`src/rtl/encoder8_3_seq.sv`:
```
// rtl/encoder8_3_seq.sv - sequential 8-to-3 encoder, one index per beat, highest set bit first
// Serialises a captured request vector into the indices of its set bits.

module encoder8_3_seq (
  input  logic       clk,
  input  logic       rst_n,
  input  logic       in_valid,
  output logic       in_ready,
  input  logic [7:0] d,
  output logic [2:0] y,
  output logic       y_valid,
  input  logic       y_ready,
  output logic       y_last,
  output logic       none,
  output logic [3:0] count
);

  typedef enum logic {IDLE, BUSY} state_t;

  state_t     state;
  logic [7:0] pending;
  logic [2:0] hi_idx;
  logic       single_bit;

  function automatic logic [3:0] popcount8(input logic [7:0] v);
    logic [3:0] s;
    s = 4'd0;
    for (int i = 0; i < 8; i++) s = s + {3'b000, v[i]};
    return s;
  endfunction

  // Ascending scan so the highest set bit wins.
  always_comb begin
    hi_idx = 3'd0;
    for (int i = 0; i < 8; i++) begin
      if (pending[i]) hi_idx = 3'(i);
    end
  end

  assign single_bit = (pending != 8'd0) && ((pending & (pending - 8'd1)) == 8'd0);

  // All outputs decode from state and registers only.
  assign in_ready = (state == IDLE);
  assign y_valid  = (state == BUSY);
  assign y        = (state == BUSY) ? hi_idx : 3'd0;
  assign y_last   = (state == BUSY) && (none || single_bit);

  always_ff @(posedge clk) begin
    if (!rst_n) begin
      state   <= IDLE;
      pending <= 8'd0;
      count   <= 4'd0;
      none    <= 1'b0;
    end else begin
      case (state)
        IDLE: begin
          if (in_valid) begin
            pending <= d;
            count   <= popcount8(d);
            none    <= (d == 8'd0);
            state   <= BUSY;
          end
        end
        BUSY: begin
          if (y_ready) begin
            pending <= pending & ~(8'd1 << y);
            if (y_last) state <= IDLE;
          end
        end
        default: state <= IDLE;
      endcase
    end
  end

endmodule

```
`config.mk`:
```
export PLATFORM = sky130hd
export DESIGN_NAME = encoder8_3_seq
export DESIGN_NICKNAME = d
export VERILOG_FILES = /design/src/rtl/encoder8_3_seq.sv
export SDC_FILE = /design/constraint.sdc
export NUM_CORES = 1
export LEC_CHECK = 0
export BUFFER_PORTS_ARGS = -buffer_cell sky130_fd_sc_hd__buf_4
export CORE_ASPECT_RATIO = 1.2
export CORE_MARGIN = 10
export CORE_UTILIZATION = 30
export DETAILED_ROUTE_END_ITERATION = 12
export PLACE_DENSITY_LB_ADDON = 0.05
export SYNTH_ARGS = -nofsm -noshare
export SYNTH_HDL_FRONTEND = slang
export SYNTH_SLANG_ARGS = --single-unit
export TNS_END_PERCENT = 30
```
`constraint.sdc`:
```
create_clock -name clk -period 4 [get_ports clk]
set_input_delay 0.8 -clock clk [delete_from_list [all_inputs] [get_ports clk]]
set_output_delay 0.8 -clock clk [all_outputs]
set_load 0.005 [all_outputs]
```
==> metrics.csv, run 1 <==
stage;metric;value;unit
run_status;status;finished, final reports clean;
power;leakage;0.543;nW
detailed_routing;num_vias;899;
worst_setup_path;worstPathMaxFanout;4;
detailed_routing;ant_nets;0;
sta;fmax;307;MHz
placement;placedInstanceArea;1160;µm²
power;peakVddDrop;0.000197;V
logic_synthesis;syn_nets;140;
global_routing;grt_pass1_vias;957;
logic_synthesis;syn-instance-count;120;
sta;hold_violations;0;
worst_setup_path;worstPathArrival;3.47;ns
global_routing;overflow;0;
worst_setup_path;critPathLaunchType;input port;
placement;portBuffers;22;
detailed_routing;drc;0;
placement;gp_congestion;0.734;
global_routing;grt_pass1_wl;4600;µm
sta;setup_viol_count_final;0;
power;power;0.000495;W
clocking;cts_hold_buffers;0;
worst_setup_path;reg2reg_depth;3;
sta;rsz0062_at_grt;no;
min_path;hold_path_class;flip-flop to flip-flop;
clocking;clock_sinks;14;
logic_synthesis;ys_ff_latch;14;
clocking;cts_tree;built;
floorplanning;dieHeight;82.9;µm
flow_run;drv_cap;0;
logic_synthesis;synth_edf_count;0;
clocking;root_buffer;clkbuf_4;
global_routing;antenna_found_initial;0;
sta;setup_tns;0;ns
floorplanning;die_area;6000;µm²
layout;diodes;0;
detailed_routing;first_pass_iters;4;
clocking;clkSlewWorstSetupHoldPaths;0.09;ns
sta;maxSlewHeadroom;35.2;%
detailed_routing;drt-wirelength-per-cell;15.0;µm
worst_setup_path;critPathCaptureType;flip-flop;
sta;worst_slew_pin_slew;0.970;ns
logic_synthesis;netlist.area_leader.share;28.4;%
layout;synthToLayoutAreaGrowth;21.5;%
logic_synthesis;yosys_warnings;0;
placement;hpwl;2130;µm
floorplanning;rows;22;
floorplanning;die_width;72.4;µm
layout;postLayoutCellArea;1200;µm²
logic_synthesis;synth_area_leader_cell;dfxtp_1;
worst_setup_path;crit_required;4.21;ns
detailed_routing;drtIter0Drc;50;
layout;fin_nets;162;
logic_synthesis;async_flop_share;0;%
min_path;hold_depth;2;
sta;whs;0.473;ns
clocking;post_cts_buffers;0;
logic_synthesis;syn_area_per_cell;8.24;µm²
clocking;cts_buffers;3;
floorplanning;core_area;3110;µm²
power;power.density;412;nW/µm²
clocking;cts_max_level;1;
sta;min_period;3.26;ns
logic_synthesis;netlist_area;988;µm²
logic_synthesis;synth_cell_types;39;
clocking;cts_resized;0;
sta;slew_violations;0;
clocking;insertion_delay;0.28;ns
worst_setup_path;crit_type;input port to flip-flop;
global_routing;gr-usage-all-layers;9.32;%
detailed_routing;drt_wl_total;2660;µm
placement;pre_cts_slack;0.413;ns
sta;fin_crit_sh;81.4;%
logic_synthesis;ys.flop_type;dfxtp_1;
detailed_routing;via_per_inst;5.08;
sta;worst_slack;0.745;ns
logic_synthesis;synth_area_leaders;dfxtp_1, fa_1, nand2_1;
floorplanning;initial_core_util;31.8;%
clocking;ctsLongestPathBuffers;2;
sta;skew;0.00326;ns
logic_synthesis;yosysSeqAreaShare;28.4;%
floorplanning;io_pins;23;
global_routing;grt_max_degree;16;
layout;drive_gt1_share;20.6;%
flip-flops by register name, summed over array words and instances (netlist names):
name	flops
none	1
pending	8
count	4
y_valid	1
cell type report:
cell class                 count  area [µm²]
tap                           36        45.0
inverter                      15        56.3
multi-input combinational     86         618
fill                         335        1910
sequential                    14         280
timing repair buffer          22         165
clock buffer                   4        36.3
per-layer routing:
layer  wire, µm  share of wire [%]  up-vias  GRT usage, %
li1           -                  -      450             -
met3        164                6.2        2          3.10
met4         22               0.83        0          3.10
met2       1310                 49       19          15.3
met1       1170                 44      428          10.9
met5          0                  0        -             0
synthesized netlist by cell type, types with 2 or more instances:
cell type  instances
o21ai_0            3
fa_1               4
nor4_1             2
ha_1               4
o22ai_1            2
dfxtp_1           14
buf_6              2
clkbuf_1           3
nor2_1             8
a21o_1             2
nand3_1            4
a21boi_0           7
and2_1             2
o21a_1             2
a21oi_1            3
o211ai_1           2
inv_1             15
nand2_1           17
a22oi_1            2
nor3_1             2
nor2b_1            2
through the flow:
stage,instances,utilization (%)
6_report,177,38.6
3_5_place_dp,173,37.4
2_1_floorplan,120,-
3_3_place_gp,173,37.4
4_1_cts,177,38.6
5_1_grt,177,38.6
worst max-delay path, cell delays in order:
cell and delay (ns):
buf_4 0.13, fa_1 0.53, inv_1 0.05, fa_1 0.50, fa_1 0.42, inv_1 0.07, ha_1 0.16, inv_1 0.06
fa_1 0.37, xnor2_1 0.14, nand2_1 0.06, a21boi_0 0.18
cells by family after synthesis:
group                    count (synthesis)  synth area share [%]
AO/OA/AOI/OAI                           31                  24.4
adder cells (fa/ha/maj)                  9                  14.2
multiplexers                             1                  1.01
AND/OR/NAND/NOR                         43                  21.1
XOR/XNOR                                 2                  1.77
buffers and inverters                   20                  9.11
flip-flops                              14                  28.4
layout by cell type, fill, tap and decap left out, types with 2 or more instances in the layout:
cell type	synthesis	routed
buf_4	0	22
nand2_1	17	17
inv_1	15	15
dfxtp_1	14	14
nor2_1	8	8
a21boi_0	7	7
nand3_1	4	4
fa_1	4	4
ha_1	4	4
o21ai_0	3	3
a21oi_1	3	3
clkbuf_4	0	3
and2_1	2	2
nor4_1	2	2
nor3_1	2	2
o21a_1	2	2
o211ai_1	2	2
nor2b_1	2	2
a22oi_1	2	2
a21o_1	2	2
o22ai_1	2	2
where the power goes:
group,leakage [nW],switching [W],internal [W]
combinational,0.408,0.000105,0.000104
clock,0.0210,0.0000485,0.0000553
sequential,0.115,0.0000255,0.000157
final timing paths:
check	startpoint	to	slack, ns
max reg2reg	y_valid	none	2.32
min	count[3]	count[3]	0.47
max	d[0]	count[2]	0.74
min reg2reg	count[3]	count[3]	0.47
(Power assumes the default switching activity.)
==> run 2, diff against run 1 <==
Settings changed: ABC_AREA set to 1.
Clock period 4 ns to 2.9 ns, I/O delays scaled along.
==> run 2 against run 1 <==
Compared with the run above:
- final area increased by 8.5%
- sequential share of layout area decreased by 1.8 points
- largest cell class unchanged
- clock skew increased by 0.0029 ns
- core utilization increased by 0.78 points
==> metrics.csv, run 2 <==
stage;metric;value;unit;change
run_status;status;finished, final reports clean;;unchanged
global_routing;overflow;0;;unchanged
logic_synthesis;syn_nets;160;;was 140
layout;fin_nets;189;;was 162
detailed_routing;drt-wirelength-per-cell;12.8;µm;was 15.0 µm
placement;gp_congestion;0.889;;was 0.734
floorplanning;initial_core_util;30.7;%;was 31.8%
floorplanning;dieHeight;83.8;µm;was 82.9 µm
clocking;insertion_delay;0.25;ns;was 0.28 ns
power;peakVddDrop;0.000194;V;was 0.000197 V
power;leakage;0.619;nW;was 0.543 nW
worst_setup_path;worstPathMaxFanout;2;;was 4
sta;setup_viol_count_final;0;;unchanged
global_routing;antenna_found_initial;0;;unchanged
logic_synthesis;netlist_area;1020;µm²;was 988 µm²
detailed_routing;via_per_inst;4.74;;was 5.08
clocking;cts_buffers;3;;unchanged
logic_synthesis;syn_area_per_cell;7.27;µm²;was 8.24 µm²
layout;largest_register;pending;;unchanged
placement;portBuffers;22;;unchanged
global_routing;grt_pass1_vias;1019;;was 957
layout;final_common_cell;buf_4;;unchanged
logic_synthesis;ys.flop_type;dfxtp_1;;unchanged
detailed_routing;first_pass_iters;4;;unchanged
layout;most-common-layout-cells;buf_4, nand2_1, inv_1;;unchanged
worst_setup_path;regToRegEndpoint;pending[5];;was none
sta;rsz0062_at_grt;yes;;was no
worst_setup_path;crit_end;count[1];;was count[2]
layout;synthToLayoutAreaGrowth;28.2;%;was 21.5%
min_path;hold_depth;2;;unchanged
worst_setup_path;worstSetupStartpoint;d[0];;unchanged
detailed_routing;drc;0;;unchanged
worst_setup_path;critPathLaunchType;input port;;unchanged
sta;fin_crit_sh;98.3;%;
flow_run;drv_cap;0;;unchanged
worst_setup_path;critPathCaptureType;flip-flop;;unchanged
logic_synthesis;syn-instance-count;140;;was 120
global_routing;gr-usage-all-layers;9.27;%;was 9.32%
logic_synthesis;ys_ff_latch;14;;unchanged
layout;final_cells;205;;was 177
min_path;hold_path_class;flip-flop to flip-flop;;unchanged
clocking;clock_sinks;14;;unchanged
worst_setup_path;worstPathArrival;2.98;ns;was 3.47 ns
sta;fmax;351;MHz;
worst_setup_path;reg2reg_from;y_valid;;unchanged
clocking;cts_hold_buffers;0;;unchanged
sta;setup_tns;0;ns;unchanged
clocking;root_buffer;clkbuf_8;;was clkbuf_4
layout;largest_registers;pending: 8 flops, count: 4 flops;;unchanged
logic_synthesis;netlist.area_leader.share;27.6;%;was 28.4%
logic_synthesis;async_flop_share;0;%;unchanged
detailed_routing;drtIter0Drc;106;;was 50
logic_synthesis;yosysSeqAreaShare;27.6;%;was 28.4%
logic_synthesis;synth_area_leader_cell;dfxtp_1;;unchanged
sta;worst_slack;0.0497;ns;was 0.745 ns
sta;whs;0.491;ns;was 0.473 ns
clocking;clkSlewWorstSetupHoldPaths;0.06;ns;was 0.09 ns
detailed_routing;drt_wl_total;2630;µm;was 2660 µm
detailed_routing;ant_nets;0;;unchanged
clocking;cts_tree;built;;unchanged
worst_setup_path;reg2reg_slack;1.38;ns;was 2.32 ns
layout;largest_register_ffs;8;;unchanged
layout;diodes;0;;unchanged
floorplanning;rows;23;;was 22
logic_synthesis;synth_cell_types;26;;was 39
sta;slew_violations;0;;unchanged
sta;skew;0.00619;ns;was 0.00326 ns
logic_synthesis;yosys_warnings;0;;unchanged
sta;maxSlewHeadroom;62.5;%;was 35.2%
placement;pre_cts_slack;-0.235;ns;was 0.413 ns
logic_synthesis;synth_area_leaders;dfxtp_1, nand2_1, fa_1;;was dfxtp_1, fa_1, nand2_1
worst_setup_path;crit_required;3.03;ns;was 4.21 ns
worst_setup_path;reg2reg_depth;6;;was 3
placement;dp_cells;201;;was 173
sta;hold_violations;0;;unchanged
worst_setup_path;crit_type;input port to flip-flop;;unchanged
layout;drive_gt1_share;35.1;%;was 20.6%
sta;worst_slew_pin_slew;0.561;ns;was 0.970 ns
global_routing;grt_pass1_wl;4620;µm;was 4600 µm
placement;hpwl;2190;µm;was 2130 µm
clocking;cts_max_level;1;;unchanged
floorplanning;core_area;3310;µm²;was 3110 µm²
floorplanning;io_pins;23;;unchanged
logic_synthesis;synthTopCellsByCount;nand2_1, inv_1, dfxtp_1, a21oi_1, nor2_1;;was nand2_1, inv_1, dfxtp_1, nor2_1, a21boi_0
global_routing;grt_max_degree;16;;unchanged
detailed_routing;num_vias;972;;was 899
floorplanning;die_width;73.2;µm;was 72.4 µm
logic_synthesis;yosysMostFrequentCell;nand2_1;;unchanged
sta;min_period;2.85;ns;
logic_synthesis;synth_edf_count;0;;unchanged
clocking;ctsLongestPathBuffers;2;;unchanged
floorplanning;die_area;6130;µm²;was 6000 µm²
power;power.density;504;nW/µm²;was 412 nW/µm²
==> run 2: changes by cell type in the layout (fill, tap and decap cells not counted), sizes merged, moves of 4 or more <==
cell	previous run	this run
o21ai	3	11
a21boi	8	0
nand2	17	29
nand3	4	10
buf	22	26
inv	15	26
nor2	8	15
a21oi	3	18
==> run 2: critical path, cell delays in order <==
cell	delay, ns
buf_6	0.10
fa_1	0.52
inv_1	0.05
fa_1	0.49
fa_1	0.40
inv_1	0.07
ha_2	0.18
inv_2	0.04
fa_2	0.50
a21oi_1	0.06
==> run 2: power breakdown <==
group,switching [W],internal (W)
registers,0.0000211,0.000210
logic,0.000130,0.000105
clock network,0.0000708,0.000120
total,0.000222,0.000435
==> run 2: cell type report <==
cell class                      instances  area [µm²]
Sequential cell                        14         280
Multi-Input combinational cell         98         623
Tap cell                               37        46.3
Fill cell                             345        2010
Timing Repair Buffer                   26         199
Clock buffer                            4        55.1
Inverter                               26         100
==> run 2: worst min path at each step <==
stage / from / to / slack [ns]
3_5_place_dp: pending[0] / pending[0] / 0.48
2_1_floorplan: pending[0] / pending[0] / 0.45
5_1_grt: pending[0] / pending[0] / 0.50
6_report: pending[0] / pending[0] / 0.49
4_1_cts: pending[0] / pending[0] / 0.49
3_3_place_gp: pending[0] / pending[0] / 0.48
==> run 2: logic make-up (layout without fill, tap and decap cells) <==
logic type	Yosys count	after routing	share of synthesized area [%]
XOR/XNOR	1	1	0.861
AO/OA/AOI/OAI	32	32	18.8
buffers and inverters	28	56	11.7
AND/OR/NAND/NOR	57	57	28.3
adder cells (fa/ha/maj)	8	8	12.8
flip-flops	14	14	27.6
==> run 2: metal layers <==
layer,share of wire (%),wire (µm),up-vias,track usage (%)
met2,50,1310,23,15.6
li1,-,-,507,-
met3,3.8,99,6,1.67
met1,44,1160,436,10.6
met4,2.3,61,0,4.67
met5,0,0,-,0
==> run 2: stage by stage <==
stage                     instance area (µm²)  total power (W)  utilization [%]
after CTS                                1300         0.000669             39.2
after floorplan                          1020         0.000392                -
final                                    1300         0.000658             39.4
after global placement                   1240         0.000474             37.5
after detailed placement                 1240         0.000472             37.5
after global routing                     1300         0.000713             39.4
==> run 2: timing repair <==
item / in CTS / in global routing
buffers inserted: 0 / 0
gates resized for setup: 0 / 3
endpoints found under the setup margin: 0 / 2
